**src/rtl/file_responder_if.sv**
```systemverilog
// Signal bundle for the file request responder: serial rx/tx bytes,
// file table lookup, memory port and status strobes.
interface file_responder_if #(
  parameter int IntSize = 8
);
  logic [IntSize-1:0] rxdata;
  logic               rxdata_rdy;
  logic [IntSize-1:0] txdata;
  logic               txdata_en;
  logic               tx_busy;
  logic [15:0]        file_index;
  logic [15:0]        file_base;
  logic [15:0]        file_len;
  logic [15:0]        mem_addr;
  logic [IntSize-1:0] mem_wdata;
  logic               mem_we;
  logic [IntSize-1:0] mem_rdata;
  logic               busy;
  logic               done;
  logic               err;

  modport master (
    output rxdata, rxdata_rdy, tx_busy,
    output file_base, file_len, mem_rdata,
    input  txdata, txdata_en, file_index,
    input  mem_addr, mem_wdata, mem_we,
    input  busy, done, err
  );

  modport slave (
    input  rxdata, rxdata_rdy, tx_busy,
    input  file_base, file_len, mem_rdata,
    output txdata, txdata_en, file_index,
    output mem_addr, mem_wdata, mem_we,
    output busy, done, err
  );
endinterface

```
**src/rtl/file_responder.sv**
```systemverilog
// Responder for the PE file request protocol: header, 16-bit file
// index, then a read stream to the transmitter or a write stream to memory.
module file_responder #(
  parameter logic [15:0] TIMEOUT = 16'd50000,
  parameter int          IntSize = 8
) (
  input logic             clk,
  input logic             reset,
  file_responder_if.slave bus
);
  typedef enum logic [3:0] {
    IDLE, IDX_HI, IDX_LO, LOOKUP, RD_FETCH,
    RD_SEND, RD_WAIT, WR_RECV, FINISH
  } state_t;

  localparam logic [IntSize-1:0] HdrRead  = IntSize'(8'h52);
  localparam logic [IntSize-1:0] HdrWrite = IntSize'(8'h57);

  state_t             state, state_n;
  logic               wr_mode, wr_mode_n;
  logic [15:0]        idx, idx_n;
  logic [15:0]        ptr, ptr_n;
  logic [15:0]        rem, rem_n;
  logic [15:0]        tmo, tmo_n;
  logic               first, first_n;
  logic [IntSize-1:0] txd, txd_n;
  logic               txen, txen_n;
  logic [15:0]        addr, addr_n;
  logic [IntSize-1:0] wdat, wdat_n;
  logic               we, we_n;
  logic               dn, dn_n;
  logic               er, er_n;
  logic               rdy;
  logic               expire;

  assign rdy    = bus.rxdata_rdy;
  // silence long enough that the next idle edge would hit TIMEOUT
  assign expire = !rdy && (tmo == TIMEOUT - 16'd1);

  always_ff @(posedge clk or posedge reset) begin
    if (reset) begin
      state   <= IDLE;
      wr_mode <= 1'b0;
      idx     <= '0;
      ptr     <= '0;
      rem     <= '0;
      tmo     <= '0;
      first   <= 1'b0;
      txd     <= '0;
      txen    <= 1'b0;
      addr    <= '0;
      wdat    <= '0;
      we      <= 1'b0;
      dn      <= 1'b0;
      er      <= 1'b0;
    end else begin
      state   <= state_n;
      wr_mode <= wr_mode_n;
      idx     <= idx_n;
      ptr     <= ptr_n;
      rem     <= rem_n;
      tmo     <= tmo_n;
      first   <= first_n;
      txd     <= txd_n;
      txen    <= txen_n;
      addr    <= addr_n;
      wdat    <= wdat_n;
      we      <= we_n;
      dn      <= dn_n;
      er      <= er_n;
    end
  end

  always_comb begin
    state_n   = state;
    wr_mode_n = wr_mode;
    idx_n     = idx;
    ptr_n     = ptr;
    rem_n     = rem;
    tmo_n     = '0;
    first_n   = 1'b0;
    txd_n     = txd;
    txen_n    = 1'b0;
    addr_n    = addr;
    wdat_n    = wdat;
    we_n      = 1'b0;
    dn_n      = 1'b0;
    er_n      = 1'b0;
    unique case (state)
      IDLE: begin
        if (rdy && bus.rxdata == HdrRead) begin
          wr_mode_n = 1'b0;
          state_n   = IDX_HI;
        end else if (rdy && bus.rxdata == HdrWrite) begin
          wr_mode_n = 1'b1;
          state_n   = IDX_HI;
        end
      end
      IDX_HI, IDX_LO: begin
        tmo_n = rdy ? 16'd0 : tmo + 16'd1;
        if (rdy && state == IDX_HI) begin
          idx_n[15:8] = 8'(bus.rxdata);
          state_n     = IDX_LO;
        end else if (rdy) begin
          idx_n[7:0] = 8'(bus.rxdata);
          state_n    = LOOKUP;
        end else if (expire) begin
          er_n    = 1'b1;
          state_n = IDLE;
        end
      end
      LOOKUP: begin
        ptr_n = bus.file_base;
        rem_n = bus.file_len;
        if (bus.file_len == 16'd0) begin
          dn_n    = 1'b1;
          state_n = FINISH;
        end else if (wr_mode) begin
          state_n = WR_RECV;
        end else begin
          addr_n  = bus.file_base;
          state_n = RD_FETCH;
        end
      end
      RD_FETCH: state_n = RD_SEND;
      RD_SEND: begin
        if (!bus.tx_busy) begin
          txd_n   = bus.mem_rdata;
          txen_n  = 1'b1;
          ptr_n   = ptr + 16'd1;
          rem_n   = rem - 16'd1;
          first_n = 1'b1;
          state_n = RD_WAIT;
        end
      end
      // the transmitter raises busy only after seeing the strobe
      RD_WAIT: begin
        if (!first && !bus.tx_busy) begin
          if (rem != 16'd0) begin
            addr_n  = ptr;
            state_n = RD_FETCH;
          end else begin
            dn_n    = 1'b1;
            state_n = FINISH;
          end
        end
      end
      WR_RECV: begin
        tmo_n = rdy ? 16'd0 : tmo + 16'd1;
        if (rdy) begin
          we_n   = 1'b1;
          addr_n = ptr;
          wdat_n = bus.rxdata;
          ptr_n  = ptr + 16'd1;
          rem_n  = rem - 16'd1;
          if (rem == 16'd1) begin
            dn_n    = 1'b1;
            state_n = FINISH;
          end
        end else if (expire) begin
          er_n    = 1'b1;
          state_n = IDLE;
        end
      end
      FINISH:  state_n = IDLE;
      default: state_n = IDLE;
    endcase
  end

  assign bus.txdata     = txd;
  assign bus.txdata_en  = txen;
  assign bus.file_index = idx;
  assign bus.mem_addr   = addr;
  assign bus.mem_wdata  = wdat;
  assign bus.mem_we     = we;
  assign bus.busy       = (state != IDLE);
  assign bus.done       = dn;
  assign bus.err        = er;
endmodule
```
**src/flat_wrapper.sv**
```systemverilog
// flat-port wrapper written by rule: the top's interface ports become plain ports
module file_responder_flat 
#(
  parameter logic [15:0] TIMEOUT = 16'd50000,
  parameter int          IntSize = 8
)
  (clk, reset, bus_rxdata, bus_rxdata_rdy, bus_tx_busy, bus_file_base, bus_file_len, bus_mem_rdata, bus_txdata, bus_txdata_en, bus_file_index, bus_mem_addr, bus_mem_wdata, bus_mem_we, bus_busy, bus_done, bus_err);
  file_responder_if #(.IntSize(IntSize)) bus_i ();
  input logic clk;
  input logic reset;
  input wire logic [$bits(bus_i.rxdata)-1:0] bus_rxdata;
  input wire logic [$bits(bus_i.rxdata_rdy)-1:0] bus_rxdata_rdy;
  input wire logic [$bits(bus_i.tx_busy)-1:0] bus_tx_busy;
  input wire logic [$bits(bus_i.file_base)-1:0] bus_file_base;
  input wire logic [$bits(bus_i.file_len)-1:0] bus_file_len;
  input wire logic [$bits(bus_i.mem_rdata)-1:0] bus_mem_rdata;
  output wire logic [$bits(bus_i.txdata)-1:0] bus_txdata;
  output wire logic [$bits(bus_i.txdata_en)-1:0] bus_txdata_en;
  output wire logic [$bits(bus_i.file_index)-1:0] bus_file_index;
  output wire logic [$bits(bus_i.mem_addr)-1:0] bus_mem_addr;
  output wire logic [$bits(bus_i.mem_wdata)-1:0] bus_mem_wdata;
  output wire logic [$bits(bus_i.mem_we)-1:0] bus_mem_we;
  output wire logic [$bits(bus_i.busy)-1:0] bus_busy;
  output wire logic [$bits(bus_i.done)-1:0] bus_done;
  output wire logic [$bits(bus_i.err)-1:0] bus_err;
  assign bus_i.rxdata = bus_rxdata;
  assign bus_i.rxdata_rdy = bus_rxdata_rdy;
  assign bus_i.tx_busy = bus_tx_busy;
  assign bus_i.file_base = bus_file_base;
  assign bus_i.file_len = bus_file_len;
  assign bus_i.mem_rdata = bus_mem_rdata;
  assign bus_txdata = bus_i.txdata;
  assign bus_txdata_en = bus_i.txdata_en;
  assign bus_file_index = bus_i.file_index;
  assign bus_mem_addr = bus_i.mem_addr;
  assign bus_mem_wdata = bus_i.mem_wdata;
  assign bus_mem_we = bus_i.mem_we;
  assign bus_busy = bus_i.busy;
  assign bus_done = bus_i.done;
  assign bus_err = bus_i.err;
  file_responder #(.TIMEOUT(TIMEOUT), .IntSize(IntSize)) u_core (.clk(clk), .reset(reset), .bus(bus_i));
endmodule
```
**config.mk**
```make
export PLATFORM = sky130hd
export DESIGN_NAME = file_responder_flat
export DESIGN_NICKNAME = d
export VERILOG_FILES = /design/src/rtl/file_responder_if.sv /design/src/rtl/file_responder.sv /design/src/flat_wrapper.sv
export SDC_FILE = /design/constraint.sdc
export NUM_CORES = 1
export LEC_CHECK = 0
export BUFFER_PORTS_ARGS = -buffer_cell sky130_fd_sc_hd__buf_2
export CELL_PAD_IN_SITES_DETAIL_PLACEMENT = 0
export CELL_PAD_IN_SITES_GLOBAL_PLACEMENT = 1
export CORE_MARGIN = 2
export CORE_UTILIZATION = 38
export DETAILED_ROUTE_END_ITERATION = 7
export PLACE_DENSITY = 0.73
export SETUP_SLACK_MARGIN = 0.5
export SLEW_MARGIN = 20
export SYNTH_ARGS = -nofsm -noshare
export SYNTH_HDL_FRONTEND = slang
export SYNTH_SLANG_ARGS = --single-unit
```
**constraint.sdc**
```tcl
create_clock -name clk -period 4 [get_ports clk]
set_clock_uncertainty 0.1 [all_clocks]
set_input_delay 1 -clock clk [delete_from_list [all_inputs] [get_ports clk]]
set_output_delay 1 -clock clk [all_outputs]
set_load 0.01 [all_outputs]
```
==> results.toml <==
[run_status]
status = "finished, final reports clean"

[detailed_routing]
antenna_left = 0
route.vias.total = 4423
routed_wl_microns = 13200
drc_errors = 0
wl_per_cell_microns = 15.9
dr.pass1.iters = 5
drt_iter0_drc = 352
drt-vias-per-instance = 5.33

[layout]
antennaDiodeCount = 0
fin_nets = 701
fin_area_sq_mm = 0.00630
layout.cells.non_filler = 830
post-route-util = 0.459
areaGrowthSynthToFinish_pct = 19.6
fillerInstances = 1337
layout-drive-gt1-share = 0.257

[floorplan]
core_area_sq_mm = 0.0137
num_rows = 43
die_h_microns = 122
fp.dieW_microns = 122
ioPinCount = 105
dieArea_sq_mm = 0.0148
start_util = 0.384

[timing]
slew_headroom = 0.430
tightest_slew_ns = 0.855
setup_viol = 0
hold_violations = 0
fmax_mhz = 380
setup_ws_ns = 1.37
rsz0062_at_grt = "false"
period_needed_ns = 2.63
finalSetupTns_ns = 0
min_period_over_period = 0.659
holdWs_ns = 0.361
drv_slew = 0

[synth]
netlist_area_sq_mm = 0.00527
async_flop_share = 1.00
yosys_warnings = 0
synth_flop_cell = "dfrtp_1"
synth_cell_type_count = 54
yosysSeqAreaShare = 0.498
syn_area_per_cell_sq_um = 9.53
ys_ff_latch = 105
synthCells = 553
synth_edf_count = 0
syn-num-nets = 609

[worst_setup_path]
cp-start-kind = "flip-flop"
cp.required_ns = 4.12
slowest_delay_ns = 0.43
path_cells = "inv_1 > ha_1 > nor3b_2 > nand3_1 > o31a_1 > o32a_1 > buf_4 > nor2_1 > a21oi_1"
arrival_ns = 2.75
cp_top_family = "simple AND/OR/NAND/NOR gates"
crit_fanout = 32
crit_path_end_kind = "flip-flop"
critPathKind = "reg2reg"
critPathSlowestCell = "dfrtp_1"
worst-path-buf-inv = 2

[cts]
postCtsSetupBuffers = 0
cts_max_level = 3
numCtsBuffers = 9
cts_tree = "done"
clock_sinks = 105
clock_latency_ns = 0.34
clk_pin_slew_worst_paths_ns = 0.07
root_buffer = "clkbuf_16"
holdBufCountCts = 0
clockBufferDepth = 2
cts.repair.resized = 0

[power]
leakage_nw = 2.84
powerDensity_mw_per_mm2 = 738
max-vdd-ir-drop_mv = 0.290
power_mw = 4.65

[place]
hpwl_microns = 9140
dp_cells = 814
place_congestion = 0.797
placed_area_sq_mm = 0.00597
port_buffers = 104
dp_slack_ns = 1.02

[grt]
antenna_found_initial = 0
grt_max_degree = 106
grt_pass1_wl_microns = 22300
grt_pass1_vias = 4478
grt_usage = 0.189
grt_overflow = 0

[run]
drv_cap = 0

[hold_path]
min_path_type = "reg2reg"
[path summary, 6_finish.rpt]
check / startpoint / slack, ns / endpoint / cells past startpoint
worst max-delay path: u_core.rem[0]$_DFFE_PP0P_ / 1.37 / u_core.bus.mem_addr[1]$_DFFE_PP0P_ / 9
worst min-delay path: u_core.tmo[0]$_DFF_PP0_ / 0.36 / u_core.tmo[0]$_DFF_PP0_ / 1
worst max register to register: u_core.rem[0]$_DFFE_PP0P_ / 1.37 / u_core.bus.mem_addr[1]$_DFFE_PP0P_ / 9
worst min register to register: u_core.tmo[0]$_DFF_PP0_ / 0.36 / u_core.tmo[0]$_DFF_PP0_ / 1
max in group asynchronous: reset / 2.67 / u_core.rem[11]$_DFFE_PP0P_ / 3
min in group asynchronous: reset / 0.72 / u_core.bus.txdata[4]$_DFFE_PP0P_ / 3
[cells by family after synthesis]
group | count (synthesis) | share of synthesized area
simple gates | 206 | 0.190
flops | 105 | 0.498
mux | 48 | 0.0987
buf+inv | 41 | 0.0311
fa+ha+maj | 4 | 0.00949
xor+xnor | 16 | 0.0266
compound gates | 133 | 0.146
[flip-flops by register name, indices dropped and copies added, names as in the netlist, 4 cells and up]
name	cells
u_core.bus.file_index	16
u_core.bus.mem_addr	16
u_core.ptr	16
u_core.rem	16
u_core.tmo	16
u_core.bus.mem_wdata	8
u_core.bus.txdata	8
u_core.state	4
[cell usage in the layout, fill, tap and decap left out, types with 5 or more instances in the layout]
cell type	instances
mux2_2	32
inv_1	11
dfrtp_1	105
o21ai_1	11
clkbuf_16	9
nor2_1	64
mux2i_1	16
o21ai_0	24
nand3_1	21
nor4_1	11
a21oi_1	62
nor3_1	9
and3_1	9
o22ai_1	7
buf_4	5
a22oi_1	5
xor2_1	9
or3_1	5
buf_2	104
nand4_1	6
xnor2_1	7
nand2_1	52
[worst reg2reg max path: cells and delay by family, from the launching register on]
family,cells,cell delay [ns]
AND/OR/NAND/NOR,3,0.79
AO/OA/AOI/OAI,3,0.68
flip-flops,1,0.43
buffers and inverters,2,0.31
adder cells (fa/ha/maj),1,0.21
[cells in the mapped netlist (4+ instances only)]
library cell	number	area share
nand3_1	21	0.020
nand4_1	6	0.0071
nor4_1	11	0.013
o22ai_1	7	0.0083
mux2_2	32	0.068
and3_1	9	0.011
and2_1	4	0.0047
xor2_1	9	0.015
nor2_1	65	0.046
o21ai_1	11	0.010
o21ai_0	24	0.023
or3_1	5	0.0059
nand2b_1	4	0.0047
clkbuf_1	26	0.019
nor3_1	10	0.0095
nand2_1	52	0.037
inv_1	12	0.0085
dfrtp_1	105	0.50
a21oi_1	62	0.059
xnor2_1	7	0.012
mux2i_1	16	0.030
ha_1	4	0.0095
a22oi_1	5	0.0071
[final cells by class]
cell class	instances	area (sq um)	share of cell area
clock buffer	11	253	0.0401
inverter	12	48.8	0.00774
sequential	105	2630	0.417
clock inverter	5	77.6	0.0123
multi-input combinational	407	2490	0.395
timing repair buffer	110	578	0.0917
tap	180	225	0.0357
[where the power goes]
part	internal (mW)	leakage (nW)	switching (mW)	total (mW)
registers	1.49	1.28	0.369	1.86
clock network	0.581	0.162	0.393	0.974
logic	0.767	1.40	1.05	1.82
total	2.84	2.84	1.81	4.65
[per-layer routing]
| metal | track usage | vias to the layer above | wire length [microns] |
|---|---|---|---|
| met5 | 0 | - | 0 |
| met4 | 0.0603 | 0 | 113 |
| met1 | 0.262 | 2144 | 6120 |
| met2 | 0.295 | 114 | 6120 |
| met3 | 0.0435 | 8 | 884 |
| li1 | - | 2157 | - |
(Power assumes the default switching activity.)
